File: src/rtl/beta_pkg.sv
// Shared types and constants for the Beta execute stage.
//   muldiv_op_t    : operation select for beta_muldiv (MUL / DIV)
//   muldiv_state_t : beta_muldiv control FSM states
//   BETA_XLEN      : architectural register width
package beta_pkg;

    localparam int BETA_XLEN = 32;

    typedef enum logic {
        MD_MUL = 1'b0,
        MD_DIV = 1'b1
    } muldiv_op_t;

    typedef enum logic [1:0] {
        IDLE = 2'd0,
        RUN  = 2'd1,
        FIX  = 2'd2,
        DONE = 2'd3
    } muldiv_state_t;

endpackage

File: src/rtl/beta_muldiv.sv
// Iterative signed multiply/divide unit for the Beta execute stage.
// One iteration per cycle over WIDTH cycles, then a fix-up cycle, with a
// valid/ready handshake on both the request and the result side.
// Ports:
//   clk, rst            clock, synchronous active-high reset
//   in_valid / in_ready request handshake (in_ready high only when idle)
//   op                  0 = MUL (low product word), 1 = DIV (quotient)
//   a, b                two's complement operands
//   out_valid/out_ready result handshake (y, div_zero held until taken)
//   y                   product low word or quotient
//   div_zero            result came from DIV with b == 0
module beta_muldiv
    import beta_pkg::*;
#(
    parameter int WIDTH = BETA_XLEN
) (
    input  logic             clk,
    input  logic             rst,
    input  logic             in_valid,
    output logic             in_ready,
    input  logic             op,
    input  logic [WIDTH-1:0] a,
    input  logic [WIDTH-1:0] b,
    output logic             out_valid,
    input  logic             out_ready,
    output logic [WIDTH-1:0] y,
    output logic             div_zero
);

    localparam int CNT_W = $clog2(WIDTH) + 1;
    localparam logic [CNT_W-1:0] CNT_LAST = CNT_W'(WIDTH - 1);

    // Magnitude of a two's complement value; the most negative value maps
    // to its own bit pattern, which is correct when read as unsigned.
    function automatic logic [WIDTH-1:0] mag(input logic signed [WIDTH-1:0] v);
        return v[WIDTH-1] ? (~v + 1'b1) : v;
    endfunction

    function automatic logic [WIDTH-1:0] apply_sign(input logic [WIDTH-1:0] v,
                                                    input logic            neg);
        return neg ? (~v + 1'b1) : v;
    endfunction

    // Control state (reset)
    muldiv_state_t    state_q, state_d;
    logic [CNT_W-1:0] cnt_q, cnt_d;
    logic [WIDTH-1:0] y_q, y_d;
    logic             dz_q, dz_d;

    // Datapath state (no reset; always loaded on accept before use)
    muldiv_op_t         op_q, op_d;
    logic               sign_q, sign_d;
    logic               bzero_q, bzero_d;
    logic [WIDTH-1:0]   opnd_q, opnd_d;     // MUL: shifting multiplicand, DIV: |b|
    logic [2*WIDTH-1:0] acc_q, acc_d;       // MUL: {product, multiplier}, DIV: {rem, quo}

    logic [2*WIDTH:0]   sh;
    logic [WIDTH:0]     diff;
    logic [WIDTH-1:0]   mul_sum;

    always_comb begin
        state_d = state_q;
        cnt_d   = cnt_q;
        y_d     = y_q;
        dz_d    = dz_q;
        op_d    = op_q;
        sign_d  = sign_q;
        bzero_d = bzero_q;
        opnd_d  = opnd_q;
        acc_d   = acc_q;

        // Restoring-division trial: shift {rem,quo} left, subtract divisor
        // from the (WIDTH+1)-bit partial remainder.
        sh      = {acc_q, 1'b0};
        diff    = sh[2*WIDTH:WIDTH] - {1'b0, opnd_q};
        // Shift-add: multiplier LSB sits at acc_q[0], multiplicand shifts left.
        mul_sum = acc_q[2*WIDTH-1:WIDTH] + (acc_q[0] ? opnd_q : '0);

        case (state_q)
            IDLE: begin
                if (in_valid) begin
                    op_d    = muldiv_op_t'(op);
                    cnt_d   = '0;
                    bzero_d = (b == '0);
                    state_d = RUN;
                    if (muldiv_op_t'(op) == MD_DIV) begin
                        opnd_d = mag(b);
                        acc_d  = {{WIDTH{1'b0}}, mag(a)};
                        sign_d = a[WIDTH-1] ^ b[WIDTH-1];
                    end else begin
                        opnd_d = a;
                        acc_d  = {{WIDTH{1'b0}}, b};
                        sign_d = 1'b0;
                    end
                end
            end
            RUN: begin
                if (op_q == MD_DIV) begin
                    if (!diff[WIDTH]) begin
                        acc_d = {diff[WIDTH-1:0], sh[WIDTH-1:1], 1'b1};
                    end else begin
                        acc_d = sh[2*WIDTH-1:0];
                    end
                end else begin
                    acc_d  = {mul_sum, 1'b0, acc_q[WIDTH-1:1]};
                    opnd_d = opnd_q << 1;
                end
                if (cnt_q == CNT_LAST) begin
                    cnt_d   = '0;
                    state_d = FIX;
                end else begin
                    cnt_d = cnt_q + 1'b1;
                end
            end
            FIX: begin
                dz_d = 1'b0;
                if (op_q == MD_DIV) begin
                    if (bzero_q) begin
                        y_d  = '1;
                        dz_d = 1'b1;
                    end else begin
                        y_d = apply_sign(acc_q[WIDTH-1:0], sign_q);
                    end
                end else begin
                    y_d = acc_q[2*WIDTH-1:WIDTH];
                end
                state_d = DONE;
            end
            DONE: begin
                if (out_ready) begin
                    state_d = IDLE;
                end
            end
            default: state_d = IDLE;
        endcase
    end

    always_ff @(posedge clk) begin
        if (rst) begin
            state_q <= IDLE;
            cnt_q   <= '0;
            y_q     <= '0;
            dz_q    <= 1'b0;
        end else begin
            state_q <= state_d;
            cnt_q   <= cnt_d;
            y_q     <= y_d;
            dz_q    <= dz_d;
        end
    end

    always_ff @(posedge clk) begin
        op_q    <= op_d;
        sign_q  <= sign_d;
        bzero_q <= bzero_d;
        opnd_q  <= opnd_d;
        acc_q   <= acc_d;
    end

    assign in_ready  = (state_q == IDLE);
    assign out_valid = (state_q == DONE);
    assign y         = y_q;
    assign div_zero  = dz_q;

endmodule
File: config.mk
export PLATFORM = sky130hd
export DESIGN_NAME = beta_muldiv
export DESIGN_NICKNAME = d
export VERILOG_FILES = /design/src/rtl/beta_pkg.sv /design/src/rtl/beta_muldiv.sv
export SDC_FILE = /design/constraint.sdc
export NUM_CORES = 1
export LEC_CHECK = 0
export CAP_MARGIN = 20
export CORE_ASPECT_RATIO = 1.2
export CORE_MARGIN = 2
export CORE_UTILIZATION = 46
export CTS_CLUSTER_SIZE = 30
export DETAILED_ROUTE_END_ITERATION = 8
export PLACE_DENSITY = 0.66
export SKIP_LAST_GASP = 1
export SLEW_MARGIN = 15
export SYNTH_ARGS = -nofsm -noshare
export SYNTH_HDL_FRONTEND = slang
export SYNTH_SLANG_ARGS = --single-unit
File: constraint.sdc
create_clock -name clk -period 6.8 [get_ports clk]
set_clock_uncertainty 0.2 [all_clocks]
set_input_delay 1.02 -clock clk [delete_from_list [all_inputs] [get_ports clk]]
set_output_delay 1.02 -clock clk [all_outputs]
set_load 0.03 [all_outputs]
==> results.ini, run 1 <==
[clocking]
htreeDepth=4
cts_sinks=140
cts_hold_buf=0
clkLatencyLatePin_ns=0.44
numCtsBuffers=17
clock_path_buffers=2
cts_resized=0
post_cts_buffers=0
cts-root-buf=clkbuf_16
clk_pin_slew_worst_paths_ns=0.06
tritoncts=yes

[final_layout]
nNetsFinal=1689
register_area_sq_um=3794
diodes=0
multi_input_area_sq_um=8120
final_area_sq_um=14260
nFillCells=2493
drive_gt1_share_pct=3.910
synthToLayoutAreaGrowth_pct=14.63

[timing]
finalCriticalPeriod_ns=4.629
fmax_mhz=216.0
max-slew-margin-rel_pct=29.33
finalSetupViolCount=0
slew_viol_final=0
tns_ns=0
tightest_slew_ns=1.060
rsz0062_at_grt=false
hold_viol=0
period_share_pct=68.07

[placement]
hpwl_um=25120
placed_area_sq_um=13670
place.gp.congestion=0.9195
portBuffers=103

[logic_synthesis]
synth-seq-cells=140
ys_seq_area_share_pct=30.49
syn_nets=1640
yosysTopAreaCellShare_pct=23.90
synth_edf_count=99
synth-compound-area-share_pct=24.93
syn_avg_cell_area_sq_um=8.305
yosysTopAreaCell=edfxtp_1
async_flop_share_pct=0
syn-instance-count=1498
synth.area.top_cells=edfxtp_1 (24%), ha_1 (7.1%), dfxtp_1 (6.6%), a21oi_1 (6.4%), mux2i_1 (5.7%)
yosysMostFrequentCell=a21oi_1
yosys.area_share.simple_pct=16.07
synth.distinct_cells=59
netlist_area_sq_um=12440
synth_mux_area_share_pct=6.165
synth_xor_area_share_pct=10.49
yosysWarnings=0
synth_top_family_by_area=compound AO/OA/AOI/OAI gates
synthAdderAreaFrac_pct=7.463
yosys-top-cells-count=a21oi_1 (160), o21ai_0 (141), nand2_1 (125)
synth_ff_type=edfxtp_1

[power_and_ir_drop]
p_sw_mw=3.896
p_seq_share_pct=24.4
p_sw_share_pct=48.45
peakVddDrop_mv=0.3021
clockPowerShare_pct=11.7
p_int_mw=4.146
powerDensity_nw_per_um2=563.9
power_frac_comb_pct=64.0
p_leak_nw=5.570

[floorplan]
start_util_pct=47.07
num_rows=65
io_pins=104
core_sq_um=26430
dieWidth_um=154.1
die_h_um=184.2
dieArea_sq_um=28380

[grt]
grt.overflow.total=0
grt_pass1_wl_um=55110
grt_max_degree=118
antenna_found_initial=0
grt.total_usage_pct=24.16
grt_pass1_vias=10527

[route]
viasPerCell=5.909
drtAntennaViolNets=0
drt_iter0_drc=847
via_count=11197
wl_per_cell_um=17.85
firstDrtPassIters=5
drt_wl_total_um=33830
drc=0

[critical_path]
required_ns=6.77
critPathMaxFanout=4
worst_setup_path_start_kind=primary input
crit_arrival_ns=4.60
critical_path_class=in -> reg
end_kind=flop

[status]
outcome=complete, no violations

[min_path]
hold_class=reg -> reg

[job]
maxCapViolCount=0

## routing by layer
metal	track usage, %	wire length, um	up-vias
met5	0	0	-
met4	6.542	444	0
met3	2.798	1605	29
met2	37.79	15160	312
met1	35.33	16620	5253
li1	-	-	5603
## per-stage QoR
step | power, mW | hold slack (ns) | worst slack [ns] | std cells | util [%]
6_report | 8.042 | 0.2679 | 2.171 | 1895 | 53.96
5_1_grt | 8.680 | 0.2914 | 1.830 | 1895 | 53.96
3_3_place_gp | 6.967 | 0.2555 | 1.811 | 1863 | 51.73
3_5_place_dp | 7.027 | 0.2578 | 1.714 | 1863 | 51.73
2_1_floorplan | 5.735 | 0.2706 | 2.708 | 1498 | -
4_1_cts | 7.995 | 0.2691 | 2.164 | 1895 | 53.97
## logic make-up (layout without fill, tap and decap cells)
family / Yosys count / count (layout)
DFF: 140 / 140
buffers and inverters: 145 / 207
muxes: 76 / 76
and+or+nand+nor: 416 / 416
adders and majority gates: 73 / 73
xor gates and xnor gates: 149 / 149
AOI/OAI and AO/OA: 499 / 499
## layout make-up
type / instances / area share (%)
Clock inverter: 7 / 0.3685
Tap cell: 335 / 2.939
Multi-Input combinational cell: 1213 / 56.94
Timing Repair Buffer: 114 / 7.756
Sequential cell: 140 / 26.60
Inverter: 61 / 1.606
Clock buffer: 25 / 3.790
## power by group through the flow
stage / sequential (mW) / clock [mW] / combinational, mW
floorplan: 1.93 / 0 / 3.81
global placement: 1.95 / 0 / 5.02
detailed placement: 1.96 / 0 / 5.06
CTS: 1.95 / 0.956 / 5.09
global route: 2.02 / 0.986 / 5.67
finish: 1.96 / 0.939 / 5.14
## final timing paths
| kind | from | to | slack [ns] | depth (start not counted) |
|---|---|---|---|---|
| min | y[6] | y[6] | 0.27 | 2 |
| min reg2reg | y[6] | y[6] | 0.27 | 2 |
| max | a[6] | acc_q[28] | 2.17 | 11 |
| max reg2reg | acc_q[0] | acc_q[60] | 2.32 | 13 |
## state kept, by name, summed over array words and instances (netlist names)
name / count
sign_q: 1
state_q: 2
bzero_q: 1
y: 32
cnt_q: 6
opnd_q: 32
div_zero: 1
acc_q: 64
op_q: 1
## critical path, cell delays in order
cell and delay [ns]:
clkdlybuf4s50_1 0.48, nor4_1 0.82, nand4_1 0.30, or3_1 0.45, or4_1 0.48, or4_1 0.43, o21ai_0 0.20, xor2_1 0.17
a21oi_1 0.09, nor2_1 0.11, a21oi_1 0.05
## cells in the final DEF (no fill, tap or decap), types with 60 or more instances in the layout
cell,Yosys,layout
o21ai_0,141,141
ha_1,71,69
mux2i_1,71,71
nor2_1,124,123
a21oi_1,160,160
clkdlybuf4s50_1,0,101
edfxtp_1,99,99
nand2_1,125,125
xnor2_1,79,79
xor2_1,70,70
inv_1,61,60
Note: power is estimated with default switching activity, not from simulation.
==> run 2: changes to the inputs <==
clock period = 4.8 ns   (was 6.8 ns; I/O delays follow)
==> run 2 against run 1 <==
Sequential share of layout area is 0.22 points lower; worst setup slack got worse by 1.6 ns; sequential cell count did not move; power rose by 43%; combinational power grew 43%; critical path depth down 1; final area increased by 0.82%; worst hold slack worse by 0.0023 ns; register-to-register slack got worse by 1.8 ns; non-clock buffer count up 11; critical endpoint is now y[29]; clock power is 43% higher.
==> results.ini, run 2 (synthesized netlist as in run 1, its figures left out) <==
[power_and_ir_drop]
power_frac_comb_pct=64.1
p_leak_nw=5.633
p_sw_share_pct=48.69
peakVddDrop_mv=0.3530
p_int_mw=5.903
p_seq_share_pct=24.3
power.total_mw=11.51
clockPowerShare_pct=11.6
powerDensity_nw_per_um2=800.2
p_sw_mw=5.602

[grt]
grt.total_usage_pct=24.35
grt_max_degree=121
grt_pass1_wl_um=55500
grt_pass1_vias=10517
grt.overflow.total=0
antenna_found_initial=0

[min_path]
hold_class=reg -> reg
worstHoldEndpoint=y[19]
whs_path_depth=2
min_from=y[19]

[timing]
fmax_mhz=234.6
slew_viol_final=0
finalCriticalPeriod_ns=4.263
hold_viol=0
finalSetupViolCount=0
holdWs_ns=0.2656
tightest_slew_ns=1.095
tns_ns=0
period_share_pct=88.82
rsz0062_at_grt=false
final.setup.worst_slack_ns=0.5367
max-slew-margin-rel_pct=27.02

[critical_path]
worstRegToRegCells=10
required_ns=4.97
r2r_slack_ns=0.54
worst_setup_path_start_kind=flop
end_kind=flop
r2r-end=y[29]
crit_arrival_ns=4.44
critPathMaxFanout=5
critical_path_class=reg -> reg
r2r_start=acc_q[5]

[route]
firstDrtPassIters=5
via_count=11204
viasPerCell=5.878
drt_iter0_drc=856
drt_wl_total_um=34340
wl_per_cell_um=18.02
drtAntennaViolNets=0
drc=0

[clocking]
cts_hold_buf=0
cts_sinks=140
clkLatencyLatePin_ns=0.45
post_cts_buffers=0
cts-root-buf=clkbuf_16
clock_path_buffers=2
htreeDepth=4
clk_pin_slew_worst_paths_ns=0.07
cts_resized=0
numCtsBuffers=17
tritoncts=yes

[final_layout]
final_area_sq_um=14380
regMostFlops=acc_q
diodes=0
drive_gt1_share_pct=4.774
synthToLayoutAreaGrowth_pct=15.58
final_cell_mix=a21oi_1 (160), o21ai_0 (141), nand2_1 (125), nor2_1 (123), clkdlybuf4s50_1 (102)
largest_reg_flops=64
nNetsFinal=1700
layout_commonest_cell=a21oi_1

[job]
maxCapViolCount=0

[floorplan]
start_util_pct=47.07
die_h_um=184.2
dieWidth_um=154.1
core_sq_um=26430
num_rows=65
io_pins=104
dieArea_sq_um=28380

[placement]
place.gp.congestion=0.9190
portBuffers=103
pre_cts_ws_ns=0.1653
hpwl_um=25680
placed_area_sq_um=13760

[status]
outcome=complete, no violations

[run 2: changes by cell type in the layout (fill, tap and decap cells not counted), moves of 3 or more]
| cell | before | now |
|---|---|---|
| clkbuf_16 | 21 | 18 |
| clkbuf_1 | 4 | 0 |
| buf_4 | 12 | 21 |
| inv_6 | 0 | 5 |
[run 2: power groups by stage]
stage / Combinational [mW] / Clock (mW) / Sequential [mW]
2_1_floorplan: 5.40 / 0 / 2.73
3_3_place_gp: 7.16 / 0 / 2.78
3_5_place_dp: 7.23 / 0 / 2.80
4_1_cts: 7.28 / 1.36 / 2.78
5_1_grt: 8.10 / 1.40 / 2.88
6_report: 7.37 / 1.34 / 2.79
[run 2: critical path, stage by stage (launching register included)]
cell and delay, ns:
edfxtp_1 0.47, or4_4 0.58, or4_4 0.51, or4_4 0.48, or4_1 0.45, or4_4 0.46, or3_4 0.39, o31ai_4 0.18
xnor2_1 0.17, o221ai_1 0.13, a21oi_1 0.18
[run 2: per-layer routing]
metal	share of wire [%]	up-vias	global-route usage (%)
met5	0	-	0
met4	2.0	0	7.439
met3	4.9	43	3.245
met2	45	328	38.19
met1	48	5212	34.94
li1	-	5621	-
[run 2: final cells by class]
cell class	instances	area, sq um
multi-input combinational	1213	8120
clock buffer	19	464.2
sequential	140	3794
timing repair buffer	125	1226
inverter	61	229.0
clock inverter	13	126.4
tap	335	419.2
fill	2468	12050
[run 2: metrics by stage]
| stage | utilization [%] | std cells |
|---|---|---|
| after CTS | 54.30 | 1905 |
| after global placement | 52.06 | 1873 |
| after detailed placement | 52.06 | 1873 |
| after floorplan | - | 1498 |
| final | 54.40 | 1906 |
| after global routing | 54.40 | 1906 |
[run 2: worst max path at each step]
stage	endpoint	start	slack, ns	cells after the start
finish	y[29]	acc_q[5]	0.54	10
global route	acc_q[60]	acc_q[0]	0.21	13
CTS	y[29]	acc_q[6]	0.52	10
detailed placement	opnd_q[26]	b[5]	0.17	11
global placement	opnd_q[26]	b[5]	0.18	11
floorplan	y[29]	acc_q[6]	0.84	10
